**src/rtl/fb_scanout.sv**
```systemverilog
// fb_scanout: dumps the whole framebuffer over a valid/ready byte stream.
// On each frame_tick it sends a sync header byte, then every pixel read from
// the framebuffer's idle read port (port B, one-cycle read latency).
// Optional build macro FB_SCANOUT_CHECKSUM_EN appends a mod-256 checksum
// byte after the last pixel; that byte then carries m_last instead.
module fb_scanout #(
  parameter int                    ADDR_WIDTH  = 8,
  parameter int                    DATA_WIDTH  = 8,
  parameter logic [DATA_WIDTH-1:0] HEADER_BYTE = 8'hA5
) (
  input  logic                  clk,
  input  logic                  reset_n,
  input  logic                  frame_tick,
  output logic [ADDR_WIDTH-1:0] rd_addr,
  input  logic [DATA_WIDTH-1:0] rd_data,
  output logic                  m_valid,
  output logic [DATA_WIDTH-1:0] m_data,
  output logic                  m_last,
  input  logic                  m_ready,
  output logic                  busy,
  output logic [7:0]            frames_dropped
);

  localparam logic [ADDR_WIDTH-1:0] LAST_ADDR = '1;

  typedef enum logic [2:0] {
    S_IDLE   = 3'd0,
    S_HEADER = 3'd1,
    S_READ   = 3'd2,
    S_LATCH  = 3'd3,
    S_SEND   = 3'd4
`ifdef FB_SCANOUT_CHECKSUM_EN
    ,
    S_CSUM   = 3'd5
`endif
  } state_t;

  state_t                  state_q,   state_d;
  logic [ADDR_WIDTH-1:0]   counter_q, counter_d;
  logic [ADDR_WIDTH-1:0]   rd_addr_q, rd_addr_d;
  logic                    valid_q,   valid_d;
  logic [DATA_WIDTH-1:0]   data_q,    data_d;
  logic                    last_q,    last_d;
  logic                    busy_q,    busy_d;
  logic [7:0]              dropped_q, dropped_d;
`ifdef FB_SCANOUT_CHECKSUM_EN
  logic [DATA_WIDTH-1:0]   sum_q,     sum_d;
`endif

  logic handshake;
  logic at_last_addr;

  assign handshake    = valid_q & m_ready;
  assign at_last_addr = (counter_q == LAST_ADDR);

  // Next-state and next-output logic; every output is registered below.
  always_comb begin
    // NOTE: every variable gets its hold value first so no path through the
    // case statement leaves one unassigned, which would infer a latch.
    state_d   = state_q;
    counter_d = counter_q;
    rd_addr_d = rd_addr_q;
    valid_d   = valid_q;
    data_d    = data_q;
    last_d    = last_q;
    busy_d    = busy_q;
    dropped_d = dropped_q;
`ifdef FB_SCANOUT_CHECKSUM_EN
    sum_d     = sum_q;
`endif

    // A tick that arrives while a dump is in flight is dropped and counted,
    // including one landing on the edge of the final handshake.
    if (frame_tick && (state_q != S_IDLE) && (dropped_q != 8'hFF)) begin
      dropped_d = dropped_q + 8'd1;
    end

    case (state_q)
      S_IDLE: begin
        if (frame_tick) begin
          state_d   = S_HEADER;
          valid_d   = 1'b1;
          data_d    = HEADER_BYTE;
          last_d    = 1'b0;
          busy_d    = 1'b1;
          counter_d = '0;
`ifdef FB_SCANOUT_CHECKSUM_EN
          sum_d     = '0;
`endif
        end
      end

      S_HEADER: begin
        if (handshake) begin
          state_d   = S_READ;
          rd_addr_d = counter_q;
          valid_d   = 1'b0;
        end
      end

      // The RAM samples rd_addr on this edge; its data appears one cycle on.
      S_READ: begin
        state_d = S_LATCH;
      end

      S_LATCH: begin
        state_d = S_SEND;
        data_d  = rd_data;
        valid_d = 1'b1;
`ifdef FB_SCANOUT_CHECKSUM_EN
        last_d  = 1'b0;
`else
        last_d  = at_last_addr;
`endif
      end

      // Byte is held stable until the sink takes it.
      S_SEND: begin
        if (handshake) begin
          valid_d = 1'b0;
`ifdef FB_SCANOUT_CHECKSUM_EN
          sum_d   = sum_q + data_q;
`endif
          if (!at_last_addr) begin
            state_d   = S_READ;
            counter_d = counter_q + 1'b1;
            rd_addr_d = counter_q + 1'b1;
          end else begin
`ifdef FB_SCANOUT_CHECKSUM_EN
            state_d = S_CSUM;
            valid_d = 1'b1;
            data_d  = sum_q + data_q;
            last_d  = 1'b1;
`else
            state_d = S_IDLE;
            last_d  = 1'b0;
            busy_d  = 1'b0;
`endif
          end
        end
      end

`ifdef FB_SCANOUT_CHECKSUM_EN
      S_CSUM: begin
        if (handshake) begin
          state_d = S_IDLE;
          valid_d = 1'b0;
          last_d  = 1'b0;
          busy_d  = 1'b0;
        end
      end
`endif

      // Unreachable encodings fall back to a clean idle.
      default: begin
        state_d = S_IDLE;
        valid_d = 1'b0;
        last_d  = 1'b0;
        busy_d  = 1'b0;
      end
    endcase
  end

  // State and output registers; reset clears everything and aborts a frame.
  always_ff @(posedge clk or negedge reset_n) begin
    if (!reset_n) begin
      state_q   <= S_IDLE;
      counter_q <= '0;
      rd_addr_q <= '0;
      valid_q   <= 1'b0;
      data_q    <= '0;
      last_q    <= 1'b0;
      busy_q    <= 1'b0;
      dropped_q <= 8'h00;
`ifdef FB_SCANOUT_CHECKSUM_EN
      sum_q     <= '0;
`endif
    end else begin
      // NOTE: non-blocking assignments so every register samples the values
      // from before this edge, independent of statement order.
      state_q   <= state_d;
      counter_q <= counter_d;
      rd_addr_q <= rd_addr_d;
      valid_q   <= valid_d;
      data_q    <= data_d;
      last_q    <= last_d;
      busy_q    <= busy_d;
      dropped_q <= dropped_d;
`ifdef FB_SCANOUT_CHECKSUM_EN
      sum_q     <= sum_d;
`endif
    end
  end

  assign rd_addr        = rd_addr_q;
  assign m_valid        = valid_q;
  assign m_data         = data_q;
  assign m_last         = last_q;
  assign busy           = busy_q;
  assign frames_dropped = dropped_q;

endmodule

```
**config.mk**
```make
export PLATFORM = sky130hd
export DESIGN_NAME = fb_scanout
export DESIGN_NICKNAME = d
export VERILOG_FILES = /design/src/rtl/fb_scanout.sv
export SDC_FILE = /design/constraint.sdc
export NUM_CORES = 1
export LEC_CHECK = 0
export CORE_MARGIN = 5
export CORE_UTILIZATION = 35
export DETAILED_ROUTE_END_ITERATION = 12
export GPL_TIMING_DRIVEN = 0
export PLACE_DENSITY = 0.59
export SLEW_MARGIN = 5
export SYNTH_ARGS = -nofsm -noshare
export SYNTH_HDL_FRONTEND = slang
export SYNTH_SLANG_ARGS = --single-unit
```
**constraint.sdc**
```tcl
create_clock -name clk -period 2 [get_ports clk]
set_clock_uncertainty 0.15 [all_clocks]
set_input_delay 0.3 -clock clk [delete_from_list [all_inputs] [get_ports clk]]
set_output_delay 0.3 -clock clk [all_outputs]
set_load 0.1 [all_outputs]
```
Yosys cells after proc, flatten, opt, wreduce, memory -nomap -nowiden
Index checks and enable logic that the tools add are counted.
- add/subtract/negate cells: 2
- $mul: 0
- divide/modulo/power cells: 0
- $lt $le $gt $ge: 0
- equal/unequal tests: 12
- shift-type cells: 0
- multiplexer cells: 21
- bitwise operators: 4
- reduce and logical (&&, ||, !) cells: 17
- operator list (operator ; number):
    $pmux W8 S2 ; 3
    $mux W8 ; 5
    $add A8 B1 Y8 const B ; 2
    $reduce_and A4 Y1 ; 4
    $pmux W3 S5 ; 1
    $ne A2 B2 Y1 const B ; 5
    $mux W3 ; 3
    $eq A8 B8 Y1 const B ; 1
    $ne A8 B8 Y1 const B ; 1
    $pmux W1 S4 ; 2
    $eq A3 B2 Y1 const B ; 2
    $reduce_and A3 Y1 ; 2
    $reduce_bool A2 Y1 ; 3
    $mux W1 ; 5
    $reduce_or A2 Y1 ; 2
    $eq A3 B1 Y1 const B ; 1
    $eq A3 B3 Y1 const B ; 1
    $logic_not A3 Y1 ; 1
    $not A1 Y1 ; 3
    $pmux W1 S3 ; 1
    $reduce_bool A3 Y1 ; 1
    $reduce_or A3 Y1 ; 1
    $logic_and A1 B1 Y1 ; 2
    $mux W2 ; 1
    other kinds (3) ; 3
- register bits after elaboration: 38
- bits in latches: 0
- bits in writable memories: 0
- bits in read-only memories: 0
- output and inout port bits: 27
- logic and storage cells: 64
- memories kept: 0

Depth between registers and ports, before layout
Gate-level depths: netlist of the first run.
- depth in word-level cells: 4
- depth in mapped cells: 6
- depth with buffers taken out: 5

Worst setup path before layout of the first run
OpenSTA, ideal clock, no wires.
- path type: reg2reg
- from: register dropped_q[0] (netlist: frames_dropped[0])
- to: register dropped_q[1] (netlist: frames_dropped[1])
- setup time: 0.126 ns
- arrival: 2.067 ns
- setup slack: -0.343 ns
- stages on the path, launching flop included: 5
- buffers on the path: 0
- period minus slack after synthesis: 2.343 ns
- path through: dfrtp_1 ha_1 nand3_1 o221ai_2 mux2_2
- word-level cells in the longest chain between the ends: 2
- ends and longest elaborated chain (element ; line ; source):
    from (decl) ; 45 ; logic [7:0] dropped_q, dropped_d;
    from (signal assigned) ; 188 ; dropped_q <= dropped_d;
    parallel branches: the longest is 2 deep, another holds $add A8 B1 Y8 ; -- ;
Parallel ways; which one is timed is not known.
A chain may end at the register's enable or synchronous reset.

Final worst setup path of the first run
- from: register dropped_q[6] (netlist: frames_dropped[6])
- to: output frames_dropped[6]
- RTL lines (element ; line ; source):
    to (decl) ; 21 ; output logic [7:0] frames_dropped
No word-level cell between the ends.

==> impl_metrics.csv, run 1 <==
group,metric,value,unit
synth,ys_top_cells_by_count,"dfrtp_1, nand2_1, o21ai_0, nor2_1, a21oi_1",
critical_path,cp_cell_sequence,"clkdlybuf4s15_1",
die,dieArea,7070,µm²
finish,multiInputGateArea,945,µm²
clock_tree,clkLatencyLatePin,290,ps
routing,dr.pass1.iters,4,
synth,synth_seq_area_share,49.5,%
timing,tightest_slew,955,ps
run_status,status,"finished clean",
critical_path,crit_arrival,1510,ps
finish,nets,267,
timing,fin_hold_ws,177,ps
synth,yosysWarnings,0,
critical_path,cp-end-kind,"output pin",
clock_tree,clock_tree.root_cell,"clkbuf_8",
die,io_pins,39,
pwr,ir_drop,1220,µV
finish,fillers,554,
global_routing,grt_start_max_net_pins,38,
synth,yosysMostFrequentCell,"dfrtp_1",
job,maxCapViolCount,0,
finish,area_growth,33.3,%
critical_path,worstSetupStartpointType,"flip-flop",
die,initial_utilization,35.6,%
global_routing,grt_use_total,13.0,%
routing,num_vias,1669,
timing,max_freq,0.511,GHz
placed_design,hpwl,2950,µm
routing,routedWlPerCell,13.7,µm
timing,grt_setup_unrepaired,"no",
pwr,power_leakage,0.00109,µW
synth,async_flop_share,100,%
synth,syn_nets,212,
synth,synth.avg_cell_area,9.76,µm²
clock_tree,path_clk_slew,70,ps
critical_path,r2r-start,"state_q[0]",
finish,drive_above_1_share,22.2,%
timing,maxSlewViolCount,0,
clock_tree,cts_buffers,5,
clock_tree,clockBufferDepth,2,
finish,finalInstanceArea,2560,µm²
synth,synth_area,1920,µm²
critical_path,crit_fanout,3,
clock_tree,cts_tree,"built",
routing,via_per_inst,5.15,
synth,synth_seq_cells,38,
timing,finalCritPeriodShare,97.9,%
synth,ys_types,38,
synth,synth_area_leaders,"dfrtp_1, o21ai_0, nand2_1, xnor2_1, xor2_1",
routing,drtIter0Drc,153,
die,core_area,5410,µm²
clock_tree,cts_sinks,38,
critical_path,critPathKind,"reg2out",
placed_design,place_area,2420,µm²
synth,synthCells,197,
critical_path,crit_family,"buffers and inverters",
placed_design,gp_congestion,0.790,
critical_path,slowest_delay,830,ps
critical_path,r2r_slack,90,ps
routing,drc_errors,0,
global_routing,grt_pass1_wl,7570,µm
timing,max_slew_margin,36.6,%
routing,drt_wl_total,4440,µm
global_routing,grt.overflow.total,0,
global_routing,antenna_found_initial,0,
clock_tree,htree_levels,2,
critical_path,path_buf_inv,1,
timing,finalSetupViolCount,0,
global_routing,grt_pass1_vias,1656,
worst_hold_path,hp-class,"in2async",
synth,synth_top_area_cell,"dfrtp_1",
critical_path,cp.required,1550,ps
finish,regArea,962,µm²
die,die_h,84.1,µm
critical_path,reg2reg_depth,6,
die,fp-row-count,27,
critical_path,r2r-end,"counter_q[0]",
die,die_w,84.1,µm
synth,synthFlopType,"dfrtp_1",
synth,synth_edf_count,0,
critical_path,cp_slowest_cell,"clkdlybuf4s15_1",
finish,antenna_cells,0,
synth,synth_top_area_share,49.5,%
routing,ant_nets,0,
placed_design,io_buffers,38,
finish,fin_util,47.4,%
timing,fin_tns_setup,0,ps
pwr,power_density,1590,nW/µm²
timing,finalHoldViolations,0,
timing,fin_crit,1960,ps
-- stage by stage --
stage	setup WS (ps)	cells	power [µW]
final	42.0	324	4070
after global routing	0.587	324	4330
after CTS	1.24	320	4070
after detailed placement	-202	308	3540
after global placement	-652	307	3530
after floorplan	-68.5	197	2970
-- power by group --
group | total, µW | switching (µW) | internal (µW)
clock network | 540 | 266 | 274
registers | 1180 | 200 | 984
logic | 2350 | 1780 | 572
-- how the worst max path moves through the flow --
stage	start	endpoint	slack [ps]	depth (start not counted)
after detailed placement	m_ready	rd_addr[6]	-200	6
final	frames_dropped[6]	frames_dropped[6]	40	1
after global placement	reset_n	m_valid	-650	1
after CTS	frames_dropped[4]	frames_dropped[4]	1	1
after floorplan	frames_dropped[7]	frames_dropped[1]	-70	3
after global routing	m_data[4]	m_data[4]	0.6	1
-- layout make-up --
cell class	count	area share [%]
Tap cell	72	3.52
Buffer	6	1.32
Sequential cell	38	37.6
Timing Repair Buffer	48	15.8
Clock buffer	7	3.37
Inverter	7	1.51
Multi-Input combinational cell	146	36.9
-- layout by cell type (no fill, tap or decap), types with 8 or more instances in the layout --
cell	instances
o21ai_0	21
nor2_1	16
nand3_1	8
clkbuf_2	11
nand2_1	23
clkdlybuf4s50_1	10
a21oi_1	12
dfrtp_1	29
dfrtp_2	9
buf_4	8
-- state kept, by name, summed over array words and instances, names as in the netlist --
| name | cells |
|---|---|
| counter_q | 8 |
| state_q | 3 |
| rd_addr | 8 |
| frames_dropped | 8 |
| m_data | 8 |
| m_valid | 1 |
| m_last | 1 |
| busy | 1 |
-- kinds of logic after synthesis --
logic type | synth area share, %
flip-flops | 49.5
buffers and inverters | 3.78
AND/OR/NAND/NOR | 16.3
AO/OA/AOI/OAI | 20.0
XOR/XNOR | 6.38
multiplexers | 2.15
adder cells (fa/ha/maj) | 1.95
-- what timing repair did --
| item | 4_1_cts | 5_1_grt |
|---|---|---|
| hold endpoints to repair | 38 | 0 |
| endpoints found under the setup margin | 38 | 37 |
| buffers inserted | 4 | 4 |
| pin swaps | 0 | 0 |
| hold buffers | 1 | 0 |
| resized for setup | 43 | 25 |
-- per-layer routing --
layer	GRT usage, %	up-vias	wire [µm]	share of wire [%]
met1	17.1	808	2100	47
li1	-	812	-	-
met2	20.0	42	2020	46
met5	0	-	0	0
met3	3.46	7	239	5.4
met4	5.70	0	72	1.6
Power figures use the tool's default switching activity.
==> run 2, diff against run 1 <==
--- a/config.mk
+++ b/config.mk
@@ -6,11 +6,11 @@
 export NUM_CORES = 1
 export LEC_CHECK = 0
 export CORE_MARGIN = 5
-export CORE_UTILIZATION = 35
+export CORE_UTILIZATION = 46
 export DETAILED_ROUTE_END_ITERATION = 12
 export GPL_TIMING_DRIVEN = 0
-export PLACE_DENSITY = 0.59
-export SLEW_MARGIN = 5
+export PLACE_DENSITY = 0.75
+export SLEW_MARGIN = 20
 export SYNTH_ARGS = -nofsm -noshare
 export SYNTH_HDL_FRONTEND = slang
 export SYNTH_SLANG_ARGS = --single-unit
==> run 2 against run 1 <==
Sequential share of layout area rose by 0.41 points. Hold slack improved by 120 ps. Non-clock buffer count unchanged. Global-route usage is 4.4 points higher. Wire length is 1.5% lower. Core utilization is 16 points higher. Total power fell by 0.38%. Cell count is 6.5% lower. Sequential power is essentially flat. Setup slack worse by 9.4 ps.
==> impl_metrics.csv, run 2 (same netlist as run 1, synthesis figures left out) <==
group,metric,value,unit
run_status,status,"finished clean",
die,io_pins,39,
job,maxCapViolCount,0,
finish,nets,267,
clock_tree,path_clk_slew,70,ps
critical_path,crit_fanout,3,
die,dieArea,5570,µm²
critical_path,cp-end-kind,"output pin",
timing,maxSlewViolCount,0,
timing,fin_hold_ws,295,ps
critical_path,crit_arrival,1520,ps
critical_path,cp.required,1550,ps
finish,drive_above_1_share,20.6,%
clock_tree,clock_tree.root_cell,"clkbuf_8",
timing,grt_setup_unrepaired,"no",
finish,layout_common_cells,"dfrtp_1, nand2_1, o21ai_0",
routing,num_vias,1642,
timing,max_slew_margin,36.4,%
global_routing,grt_pass1_vias,1582,
finish,final_common_cell,"dfrtp_1",
critical_path,worstSetupStartpointType,"flip-flop",
routing,drc_errors,0,
die,core_area,4030,µm²
die,initial_utilization,47.7,%
timing,fin_crit,1970,ps
routing,via_per_inst,5.42,
placed_design,io_buffers,38,
pwr,power_density,1600,nW/µm²
critical_path,cp_slowest_cell,"clkdlybuf4s15_1",
clock_tree,clkLatencyLatePin,290,ps
finish,fin_util,62.9,%
critical_path,slowest_delay,840,ps
global_routing,grt_use_total,17.4,%
global_routing,grt_pass1_wl,7400,µm
worst_hold_path,hp-class,"in2async",
clock_tree,clockBufferDepth,2,
finish,antenna_cells,0,
die,fp-row-count,23,
pwr,power_leakage,0.00109,µW
die,die_h,74.6,µm
critical_path,path_buf_inv,1,
critical_path,cp.depth,1,
global_routing,grt_start_max_net_pins,26,
placed_design,hpwl,3100,µm
placed_design,gp_congestion,0.814,
global_routing,grt.overflow.total,0,
pwr,ir_drop,1070,µV
clock_tree,htree_levels,2,
timing,tightest_slew,958,ps
die,die_w,74.6,µm
routing,routedWlPerCell,14.4,µm
critical_path,crit_family,"buffers and inverters",
timing,finalCritPeriodShare,98.4,%
global_routing,antenna_found_initial,0,
critical_path,critPathKind,"reg2out",
timing,finalSetupViolCount,0,
routing,dr.pass1.iters,4,
routing,drt_wl_total,4370,µm
clock_tree,cts_buffers,5,
timing,finalHoldViolations,0,
clock_tree,cts_tree,"built",
timing,max_freq,0.508,GHz
routing,ant_nets,0,
critical_path,reg2reg_depth,6,
critical_path,cp_cell_sequence,"clkdlybuf4s15_1",
routing,drtIter0Drc,107,
clock_tree,cts_sinks,38,
finish,area_growth,31.8,%
==> run 2: timing repair <==
item / in CTS / in global routing
setup buffers: 2 / 6
endpoints found under the hold margin: 13 / 0
hold buffers: 1 / 0
pin swaps: 0 / 1
setup endpoints to repair: 39 / 30
gates cloned: 0 / 0
resized for setup: 44 / 20
==> run 2: power by group <==
group / switching [µW] / internal (µW)
Sequential: 197 / 984
Combinational: 1770 / 605
Clock: 257 / 248
Total: 2220 / 1840
==> run 2: cell type report <==
class                      count  area (µm²)
inverter                       7        38.8
fill                         347        1500
sequential                    38         962
buffer                         6        35.0
clock buffer                   8        80.1
timing repair buffer          48         424
multi-input combinational    146         931
tap                           50        62.6
==> run 2: worst paths after layout <==
kind                       startpoint           endpoint  slack, ps
setup / recovery            m_data[5]          m_data[5]         30
hold / removal                reset_n  frames_dropped[5]        290
setup reg to reg           state_q[0]       counter_q[1]         50
hold reg to reg            rd_addr[5]         rd_addr[5]        330
max in group asynchronous     reset_n  frames_dropped[4]        950
min in group clk           rd_addr[5]         rd_addr[5]        330
==> run 2: through the flow <==
step	total power [µW]	setup slack [ps]	std cells	instance area, µm²	setup TNS (ps)
finish	4060	32.5	303	2530	0
global route	4290	4.73	303	2530	0
CTS	4020	5.45	297	2500	0
detailed placement	3540	-148	286	2390	-1230
global placement	3510	-598	285	2370	-19350
floorplan	2970	-68.5	197	1930	-68.5
==> run 2: per-layer routing <==
layer  part of all wire [%]  track usage (%)  up-vias
li1                       -                -      810
met1                     46             24.1      787
met2                     47             26.0       40
met3                    5.4             4.67        5
met4                    1.2             6.92        0
met5                      0                0        -
==> run 3, diff against run 2 <==
--- a/config.mk
+++ b/config.mk
@@ -14,3 +14,4 @@
 export SYNTH_ARGS = -nofsm -noshare
 export SYNTH_HDL_FRONTEND = slang
 export SYNTH_SLANG_ARGS = --single-unit
+export TNS_END_PERCENT = 30
==> run 3 against run 2 <==
Hold slack improved by 1.0 ps. Cell count fell by 0.33%. Die area stayed put. Wire length shrank 0.55%. Via count unchanged. Non-clock buffer count down 1. Maximum frequency about the same. Critical path depth stayed put. Final area shrank 0.44%. Global-route usage fell by 0.36 points. Sequential power hardly changed. Clock-buffer cell count unchanged. Critical path type unchanged. Largest power group unchanged.
==> impl_metrics.csv, run 3 (same netlist as run 1, synthesis figures left out) <==
group,metric,value,unit
pwr,combPwrFrac,58.1,%
die,initial_utilization,47.7,%
routing,drtIter0Drc,108,
critical_path,path_buf_inv,1,
critical_path,slowest_delay,840,ps
critical_path,cp_cell_sequence,"clkdlybuf4s15_1",
clock_tree,cts_buffers,5,
pwr,pwr-share-seq,29.5,%
global_routing,grt_pass1_wl,7250,µm
die,die_h,74.6,µm
routing,ant_nets,0,
global_routing,grt_use_total,17.0,%
placed_design,io_buffers,38,
critical_path,cp.required,1550,ps
timing,max_freq,0.508,GHz
die,fp-row-count,23,
finish,nets,266,
timing,finalHoldViolations,0,
pwr,power_leakage,0.00109,µW
routing,routedWlPerCell,14.4,µm
timing,max_slew_margin,36.4,%
placed_design,pre_cts_slack,-148,ps
critical_path,cp-end-kind,"output pin",
timing,fin_tns_setup,0,ps
global_routing,grt_start_max_net_pins,26,
pwr,swShare,54.8,%
critical_path,crit_arrival,1520,ps
global_routing,grt_pass1_vias,1561,
pwr,pwr-share-clk,12.4,%
pwr,intPower,1830,µW
clock_tree,clock_tree.root_cell,"clkbuf_8",
timing,fin_crit,1970,ps
worst_hold_path,hp-class,"in2async",
placed_design,hpwl,3100,µm
job,maxCapViolCount,0,
clock_tree,cts_sinks,38,
finish,layout_common_cells,"dfrtp_1, nand2_1, o21ai_0",
pwr,power_density,1600,nW/µm²
timing,finalSetupViolCount,0,
routing,dr.pass1.iters,4,
global_routing,grt.overflow.total,0,
timing,grt_setup_unrepaired,"no",
critical_path,worstSetupStartpointType,"flip-flop",
finish,final_common_cell,"dfrtp_1",
clock_tree,clockBufferDepth,2,
die,core_area,4030,µm²
timing,tightest_slew,958,ps
die,die_w,74.6,µm
clock_tree,path_clk_slew,70,ps
routing,num_vias,1642,
critical_path,r2r-start,"state_q[0]",
finish,antenna_cells,0,
finish,drive_above_1_share,20.2,%
global_routing,antenna_found_initial,0,
critical_path,critPathKind,"reg2out",
finish,area_growth,31.3,%
placed_design,gp_congestion,0.814,
routing,via_per_inst,5.44,
pwr,ir_drop,1080,µV
clock_tree,clkLatencyLatePin,290,ps
critical_path,crit_family,"buffers and inverters",
critical_path,r2r_slack,60,ps
timing,fin_ws,31.4,ps
timing,maxSlewViolCount,0,
clock_tree,cts_tree,"built",
critical_path,r2r-end,"counter_q[1]",
critical_path,crit_fanout,3,
die,dieArea,5570,µm²
pwr,p_sw,2210,µW
clock_tree,htree_levels,2,
critical_path,cp_slowest_cell,"clkdlybuf4s15_1",
run_status,status,"finished clean",
routing,drt_wl_total,4350,µm
timing,finalCritPeriodShare,98.4,%
critical_path,reg2reg_depth,5,
die,io_pins,39,
routing,drc_errors,0,
[run 3: worst max-delay path by stage]
stage               cells past startpoint  slack [ps]           endpoint              start
finish                                  1          30          m_data[5]          m_data[5]
global route                            1           4         rd_addr[6]         rd_addr[6]
CTS                                     6         -20       counter_q[1]         state_q[0]
detailed placement                      6        -150         rd_addr[3]            m_ready
global placement                        1        -600  frames_dropped[2]            reset_n
floorplan                               3         -70  frames_dropped[1]  frames_dropped[7]
[run 3: metal layers]
| layer | routed length [µm] | track usage, % | share of wire (%) | vias to the layer above |
|---|---|---|---|---|
| met5 | 0 | 0 | 0 | - |
| met4 | 48 | 6.92 | 1.1 | 0 |
| met3 | 230 | 4.67 | 5.3 | 5 |
| met2 | 2050 | 25.5 | 47 | 44 |
| met1 | 2020 | 23.4 | 46 | 782 |
| li1 | - | - | - | 811 |
[run 3: power groups by stage]
stage	Sequential, µW	Combinational (µW)	Clock, µW
global placement	1190	2320	0
floorplan	2280	692	0
finish	1190	2350	503
global route	1230	2500	543
CTS	1190	2280	517
detailed placement	1200	2350	0
[run 3: timing repair]
action / CTS / global route
cloned: 0 / 0
endpoints found under the setup margin: 39 / 33
pin swaps: 1 / 2
resized for setup: 43 / 21
setup buffers: 0 / 8
hold buffers: 1 / 0
hold endpoints to repair: 13 / 0
[run 3: cell type report]
type	count	area (µm²)
Tap cell	50	62.6
Clock buffer	8	80.1
Buffer	5	23.8
Inverter	7	38.8
Fill cell	351	1510
Timing Repair Buffer	48	424
Multi-Input combinational cell	146	931
Sequential cell	38	962
[run 3: worst reg2reg max path, stage by stage (launching register included)]
cell and delay [ps]:
dfrtp_2 440, or3b_4 460, clkinv_8 90, o211a_4 180
o21bai_4 180, mux2_4 320
[run 3: per-stage QoR]
step | std cells | hold slack (ps) | utilization [%] | cell area (µm²) | total power (µW)
floorplan | 197 | -146 | - | 1930 | 2970
CTS | 295 | 297 | 61.3 | 2470 | 3980
finish | 302 | 296 | 62.6 | 2520 | 4040
detailed placement | 286 | 79.1 | 59.3 | 2390 | 3540
global route | 302 | 346 | 62.6 | 2520 | 4280
global placement | 285 | 311 | 58.9 | 2370 | 3510
